`config.mk`:
```
export PLATFORM = sky130hd
export DESIGN_NAME = multicycle_controller
export DESIGN_NICKNAME = d
export VERILOG_FILES = /design/src/rtl/multicycle_controller.sv
export SDC_FILE = /design/constraint.sdc
export NUM_CORES = 1
export LEC_CHECK = 0
export CORE_AREA = 2 2 41 43
export DETAILED_ROUTE_END_ITERATION = 16
export DIE_AREA = 0 0 43 45
export GPL_TIMING_DRIVEN = 0
export HOLD_SLACK_MARGIN = 0.02
export PLACE_DENSITY = 0.88
export SLEW_MARGIN = 10
export SYNTH_ARGS = -nofsm -noshare
export SYNTH_HDL_FRONTEND = slang
export SYNTH_SLANG_ARGS = --single-unit
```
`constraint.sdc`:
```
create_clock -name clk -period 2.84 [get_ports clk]
set_input_delay 0.284 -clock clk [delete_from_list [all_inputs] [get_ports clk]]
set_output_delay 0.284 -clock clk [all_outputs]
set_load 0.005 [all_outputs]
```
`src/rtl/multicycle_controller.sv`:
```
`default_nettype none
// ============================================================================
// Module   : multicycle_controller
// Purpose  : Multicycle MIPS control FSM (Moore) with ALU function decode.
// Revision : 1.0  initial release
// ============================================================================
module multicycle_controller (
    input  logic       clk,
    input  logic       rst_n,
    input  logic [5:0] op,
    input  logic [5:0] funct,
    input  logic       zero,
    output logic       pcen,
    output logic       memwrite,
    output logic       irwrite,
    output logic       regwrite,
    output logic       iord,
    output logic       memtoreg,
    output logic       regdst,
    output logic       alusrca,
    output logic [1:0] alusrcb,
    output logic [1:0] pcsrc,
    output logic [2:0] alucontrol,
    output logic [3:0] state
);

    localparam logic [3:0] S_FETCH   = 4'd0;
    localparam logic [3:0] S_DECODE  = 4'd1;
    localparam logic [3:0] S_MEMADR  = 4'd2;
    localparam logic [3:0] S_MEMRD   = 4'd3;
    localparam logic [3:0] S_MEMWB   = 4'd4;
    localparam logic [3:0] S_MEMWR   = 4'd5;
    localparam logic [3:0] S_EXECUTE = 4'd6;
    localparam logic [3:0] S_ALUWB   = 4'd7;
    localparam logic [3:0] S_BRANCH  = 4'd8;
    localparam logic [3:0] S_ADDIEX  = 4'd9;
    localparam logic [3:0] S_ADDIWB  = 4'd10;
    localparam logic [3:0] S_JUMP    = 4'd11;

    localparam logic [5:0] OP_LW    = 6'b100011;
    localparam logic [5:0] OP_SW    = 6'b101011;
    localparam logic [5:0] OP_RTYPE = 6'b000000;
    localparam logic [5:0] OP_BEQ   = 6'b000100;
    localparam logic [5:0] OP_ADDI  = 6'b001000;
    localparam logic [5:0] OP_J     = 6'b000010;

    logic [3:0] state_q;
    logic [3:0] state_d;
    logic       pcwrite;
    logic       branch;
    logic [1:0] aluop;
    logic       memwrite_raw;
    logic       irwrite_raw;
    logic       regwrite_raw;

    always_ff @(posedge clk or negedge rst_n) begin
        if (!rst_n) state_q <= S_FETCH;
        else        state_q <= state_d;
    end

    always_comb begin
        state_d = S_FETCH;
        case (state_q)
            S_FETCH:  state_d = S_DECODE;
            S_DECODE: begin
                case (op)
                    OP_LW, OP_SW: state_d = S_MEMADR;
                    OP_RTYPE:     state_d = S_EXECUTE;
                    OP_BEQ:       state_d = S_BRANCH;
                    OP_ADDI:      state_d = S_ADDIEX;
                    OP_J:         state_d = S_JUMP;
                    default:      state_d = S_FETCH;
                endcase
            end
            S_MEMADR:  state_d = (op == OP_LW) ? S_MEMRD : S_MEMWR;
            S_MEMRD:   state_d = S_MEMWB;
            S_EXECUTE: state_d = S_ALUWB;
            S_ADDIEX:  state_d = S_ADDIWB;
            default:   state_d = S_FETCH;
        endcase
    end

    always_comb begin
        pcwrite      = 1'b0;
        branch       = 1'b0;
        aluop        = 2'b00;
        memwrite_raw = 1'b0;
        irwrite_raw  = 1'b0;
        regwrite_raw = 1'b0;
        iord         = 1'b0;
        memtoreg     = 1'b0;
        regdst       = 1'b0;
        alusrca      = 1'b0;
        alusrcb      = 2'b00;
        pcsrc        = 2'b00;
        case (state_q)
            S_FETCH:   begin irwrite_raw = 1'b1; pcwrite = 1'b1; alusrcb = 2'b01; end
            S_DECODE:  alusrcb = 2'b11;
            S_MEMADR:  begin alusrca = 1'b1; alusrcb = 2'b10; end
            S_MEMRD:   iord = 1'b1;
            S_MEMWB:   begin regwrite_raw = 1'b1; memtoreg = 1'b1; end
            S_MEMWR:   begin iord = 1'b1; memwrite_raw = 1'b1; end
            S_EXECUTE: begin alusrca = 1'b1; aluop = 2'b10; end
            S_ALUWB:   begin regwrite_raw = 1'b1; regdst = 1'b1; end
            S_BRANCH:  begin alusrca = 1'b1; branch = 1'b1; pcsrc = 2'b01; aluop = 2'b01; end
            S_ADDIEX:  begin alusrca = 1'b1; alusrcb = 2'b10; end
            S_ADDIWB:  regwrite_raw = 1'b1;
            S_JUMP:    begin pcwrite = 1'b1; pcsrc = 2'b10; end
            default:   ;
        endcase
    end

    always_comb begin
        alucontrol = 3'b010;
        case (aluop)
            2'b01: alucontrol = 3'b110;
            2'b10: begin
                case (funct)
                    6'b100010: alucontrol = 3'b110;
                    6'b100100: alucontrol = 3'b000;
                    6'b100101: alucontrol = 3'b001;
                    6'b101010: alucontrol = 3'b111;
                    default:   alucontrol = 3'b010;
                endcase
            end
            default: alucontrol = 3'b010;
        endcase
    end

    // Write enables are gated by rst_n so an async reset mid-write cannot
    // expose the FETCH-state enables while the state register is held clear.
    assign pcen     = rst_n & (pcwrite | (branch & zero));
    assign memwrite = rst_n & memwrite_raw;
    assign irwrite  = rst_n & irwrite_raw;
    assign regwrite = rst_n & regwrite_raw;
    assign state    = state_q;

endmodule
`default_nettype wire

```
* Yosys cells after proc, flatten, opt, wreduce, memory -nomap -nowiden *
Cells that the tools add are included.

word-level totals
  bits of input ports = 15
  output and inout bits = 19
  register bits = 4
  logic and storage cells = 54

operators by class
  bitwise logic cells = 6
  multiplexer cells = 17
  equality and inequality tests = 22
  reduce and logical (&&, ||, !) cells = 8

operator list
  kind                                                             number
  6-bit == test, second input constant                             6
  4-bit case mux with 6 select lines                               1
  4-bit case mux with 5 select lines                               1
  4-bit by 3-bit == test with 1-bit output, second input constant  4
  4-bit == test, second input constant                             4
  3-bit case mux with 4 select lines                               1
  1-bit 2-to-1 mux                                                 9
  4-bit by 2-bit == test with 1-bit output, second input constant  2
  2-bit case mux with 2 select lines                               2
  2-bit OR reduction                                               4
  6-bit by 2-bit == test with 1-bit output, second input constant  1
  6-bit by 3-bit == test with 1-bit output, second input constant  1
  6-bit by 4-bit == test with 1-bit output, second input constant  1
  6-bit logical NOT                                                1
  2-bit case mux with 3 select lines                               1
  3-bit case mux with 2 select lines                               1
  1-bit AND                                                        5
  4-bit by 1-bit == test with 1-bit output, second input constant  1
  4-bit logical NOT                                                1
  4-bit OR reduction                                               1
  3-bit 2-to-1 mux                                                 1
  3-bit OR reduction                                               1
  2-bit by 1-bit == test with 1-bit output, second input constant  1
  2-bit == test, second input constant                             1
  1-bit bitwise OR                                                 1

* Logic depth before layout (Yosys ltp) *
Gate-level depths: netlist (run 1).

  depth in word-level cells = 5
  mapped depth = 8
  gate-level depth less buffers = 7

* Least setup slack after synthesis (run 1) *
Ideal clock, no wire load.

  path type = register to output
  from = register state_q[1], in the netlist state[1]
  to = output alucontrol[2]
  data required time = 2.556 ns
  cell stages (with the launch flop) = 9
  slack = 0.897 ns
  data arrival time = 1.659 ns
  buffers on the path = 1
  cells stage by stage = dfrtp_1 buf_2 nor2b_1 nand2_1 inv_1 ha_1 nor4bb_1 a21oi_1 nor2_1

on the way
  longest elaborated chain between the ends = 4
  elaborated cells between the ends (all ways) = 6
  classes of those cells = 4 x eq/ne; 2 x mux

RTL lines
  item                                                                       RTL line  source
  from (decl)                                                                47        logic [3:0] state_q;
  from (signal assigned)                                                     58        else state_q <= state_d;
  4-bit == test or 4-bit by 3-bit == test with 1-bit output (tied branches)  96        case (state_q)
  2-bit case mux with 2 select lines (*)                                     96
  2-bit == test or 2-bit by 1-bit == test with 1-bit output (tied branches)  115       case (aluop)
  3-bit case mux with 2 select lines (*)                                     115
  to (decl)                                                                  23        output logic [2:0] alucontrol,

Mark *: on every way between the ends. The rest lies on a longest branch, timed or not.

* Worst setup path after layout (run 1) *
  from = register state_q[1], in the netlist state[1]
  to = output alucontrol[0]

Same word-level chain as after synthesis.

==> results of run 1 <==
==> synthesized netlist by cell type <==
library cell	number	area, µm²
xor2_1	3	26.3
inv_1	5	18.8
a221oi_1	1	8.76
nand2_1	6	22.5
nand2b_1	3	18.8
or4b_4	1	13.8
nor4bb_1	1	10.0
nor2_1	7	26.3
o311ai_0	1	8.76
ha_1	3	37.5
o21ai_0	3	15.0
nand3_1	5	25.0
xnor2_1	1	8.76
o211ai_1	2	15.0
nor3_1	8	40.0
nand4_1	1	6.26
a311o_2	1	11.3
a21oi_1	5	25.0
nor2b_1	5	31.3
buf_2	4	20.0
and3_1	6	37.5
nor3b_1	1	7.51
a21boi_0	2	15.0
dfrtp_1	4	100
a211o_1	1	8.76
==> worst max-delay path by stage <==
stage | startpoint | to | slack (ps) | cells after the start
after floorplan | state[1] | alucontrol[2] | 900 | 8
after global placement | state[1] | alucontrol[0] | 280 | 9
after detailed placement | state[1] | alucontrol[0] | 160 | 9
after CTS | state[1] | alucontrol[0] | 20 | 9
after global routing | state[1] | alucontrol[0] | -10 | 9
final | state[1] | alucontrol[0] | 250 | 9
==> power breakdown <==
part / internal (W) / switching, W
Clock: 0.0000472 / 0.0000221
Sequential: 0.0000719 / 0.0000219
Combinational: 0.000181 / 0.000139
Total: 0.000300 / 0.000183
==> layout make-up <==
class	count	area, µm²	share of cell area (%)
buffer	4	22.5	2.36
multi-input combinational	67	439	46.0
clock buffer	3	22.5	2.36
timing repair buffer	33	330	34.6
tap	16	20.0	2.10
inverter	5	18.8	1.97
sequential	4	101	10.6
==> kinds of logic (layout without fill, tap and decap cells) <==
logic type / Yosys count / after routing
simple gates: 44 / 44
compound gates: 16 / 16
buf+inv: 9 / 45
xor+xnor: 4 / 4
flops: 4 / 4
fa+ha+maj: 3 / 3
==> worst reg2reg max path, delay by kind of cell (launching register included) <==
family / cells / cell delay [ps]
AND/OR/NAND/NOR: 1 / 60
XOR/XNOR: 1 / 150
AO/OA/AOI/OAI: 1 / 310
flip-flops: 1 / 430
buffers and inverters: 1 / 240
==> metal layers <==
layer  track usage, %  part of all wire [%]  wire (µm)  up-vias
li1                 -                     -          -      363
met1             19.6                    38        633      337
met2             37.3                    56        941       25
met3             4.80                   5.9         99        0
met4             4.24                     0          0        0
met5                0                     0          0        -
==> stage by stage <==
stage | TNS (ps) | instance area, µm²
floorplan | 0 | 558
global placement | 0 | 908
detailed placement | 0 | 908
CTS | 0 | 940
global route | -10.8 | 955
finish | 0 | 955
==> repair_timing <==
| action | in CTS | in global routing |
|---|---|---|
| setup endpoints to repair | 2 | 2 |
| buffers inserted | 0 | 0 |
| gates resized for setup | 2 | 4 |
| pin swaps | 0 | 1 |
==> flow_summary.ini, run 1 <==
[synthesis]
syn_nets = 98
synth_cell_type_count = 25
postSynthCellCount = 80
yosys.area_share.simple_pct = 42.8
synth_top_family_by_area = simple AND/OR/NAND/NOR gates
synth-xor-area-share_pct = 6.28
syn-mean-instance-area_um2 = 6.98
synth_compound_area_share_pct = 19.3
syn_area_um2 = 558
synth_seq_area_share_pct = 17.9
yosys_warnings = 0
synthMuxAreaShare_pct = 0
synthAdderAreaFrac_pct = 6.73
ys_seq_elements = 4

[sta]
setup_viol = 0
whs_ps = 301
hold_viol_final = 0
finalCritPeriodShare_pct = 91.4
layout_min_cycle_time_ps = 2590
worst_slack_ps = 245
relSlewSlack_pct = 78.5
tightest_slew_ps = 319
skew_ps = 5.03
drv_slew = 0
fmax_mhz = 385

[route]
vias = 725
ant_nets = 0
wl_per_cell_um = 12.7
drt_pass1_iterations = 4
via_per_inst = 5.49
drc = 0
drt-initial-drc-count = 10
wirelength_um = 1670

[finish]
fill_cells = 130
drive_above_1_share_pct = 11.2
final_core_util_pct = 64.9
finalNonFillerCells = 132
final_cell_mix = clkdlybuf4s50_1 (33), nor3_1 (8), nor2_1 (7), nand2_1 (6), and3_1 (6)
largest_register_ffs = 4
area_growth_pct = 71.1
layout.nets = 136
insertedDiodeCount = 0
mostFrequentLayoutCell = clkdlybuf4s50_1

[critical_path]
reg2reg_from = state[0]
worstRegToRegCells = 4
critPathKind = reg2out
crit_chain = buf_4 -> nor2b_2 -> nand2_1 -> inv_1 -> ha_1 -> nor4bb_4 -> nand3_1 -> o21ai_0 -> clkdlybuf4s50_1
cp_num_buf_inv = 3
slowest_delay_ps = 520
cp_max_fo = 10
arrival_ps = 2310
path_delay_family = buffers and inverters
critPathRequiredTime_ps = 2560
reg2reg_slack_ps = 1520
critPathSlowestCell = clkdlybuf4s50_1
critPathLaunchType = flip-flop
r2r_end = state[2]
end_kind = primary output

[power_and_ir_drop]
peakVddDrop_mv = 0.453
fin_total_pwr_w = 0.000484
p_leak_nw = 0.405
power.density_nw_per_um2 = 507

[floorplanning]
die_width_um = 43
rows = 14
die_h_um = 45
io_pins = 34
coreArea_um2 = 1470
design.die.area_um2 = 1940
initial_core_util_pct = 37.9

[clock_network]
numCtsBuffers = 3
clk_pin_slew_ps = 40
cts-root-buf = clkbuf_4
postCtsHoldBufs = 0
cts.sinks = 4
cts_tree = done
clk_latency_ps = 230
cts_max_path_buffers = 2
htree_levels = 1

[min_path]
min_path_type = in2async

[placed_design]
dp_cells = 129
port_buffers = 33
hpwl_um = 1370
gp_congestion = 0.854
pre_cts_ws_ps = 156

[global_route]
grt-ovfl-total = 0
grt_max_degree = 11
grt_pass1_wl_um = 2770
grt_antenna_before_repair = 0
grt_pass1_vias = 668
track_usage_pct = 18.7

[job]
cap_violations = 0

[outcome]
status = finished clean
Power figures use the tool's default switching activity.
==> run 2: changes to the inputs <==
--- a/config.mk
+++ b/config.mk
@@ -11,6 +11,7 @@
 export GPL_TIMING_DRIVEN = 0
 export HOLD_SLACK_MARGIN = 0.02
 export PLACE_DENSITY = 0.88
+export SKIP_CTS_REPAIR_TIMING = 1
 export SLEW_MARGIN = 10
 export SYNTH_ARGS = -nofsm -noshare
 export SYNTH_HDL_FRONTEND = slang
==> results of run 2 <==
No change in the layout: final DEF, timing and power equal those of run 1.
Main changes from that run: wire length of the first global-routing pass 2770 µm -> 2740 µm; via count of the first global-routing pass 668 -> 662; overall routing resource usage 18.7% -> 18.5%; met2 usage 37.3% -> 36.7%
==> run 3: changes to the inputs <==
--- a/config.mk
+++ b/config.mk
@@ -8,6 +8,7 @@
 export CORE_AREA = 2 2 41 43
 export DETAILED_ROUTE_END_ITERATION = 16
 export DIE_AREA = 0 0 43 45
+export GPL_ROUTABILITY_DRIVEN = 0
 export GPL_TIMING_DRIVEN = 0
 export HOLD_SLACK_MARGIN = 0.02
 export PLACE_DENSITY = 0.88
==> results of run 3 <==
No change in the layout: final DEF, timing and power equal those of run 1.
Main changes from that run: wire length of the first global-routing pass 2770 µm -> 2740 µm; via count of the first global-routing pass 668 -> 662; overall routing resource usage 18.7% -> 18.5%; met2 usage 37.3% -> 36.7%
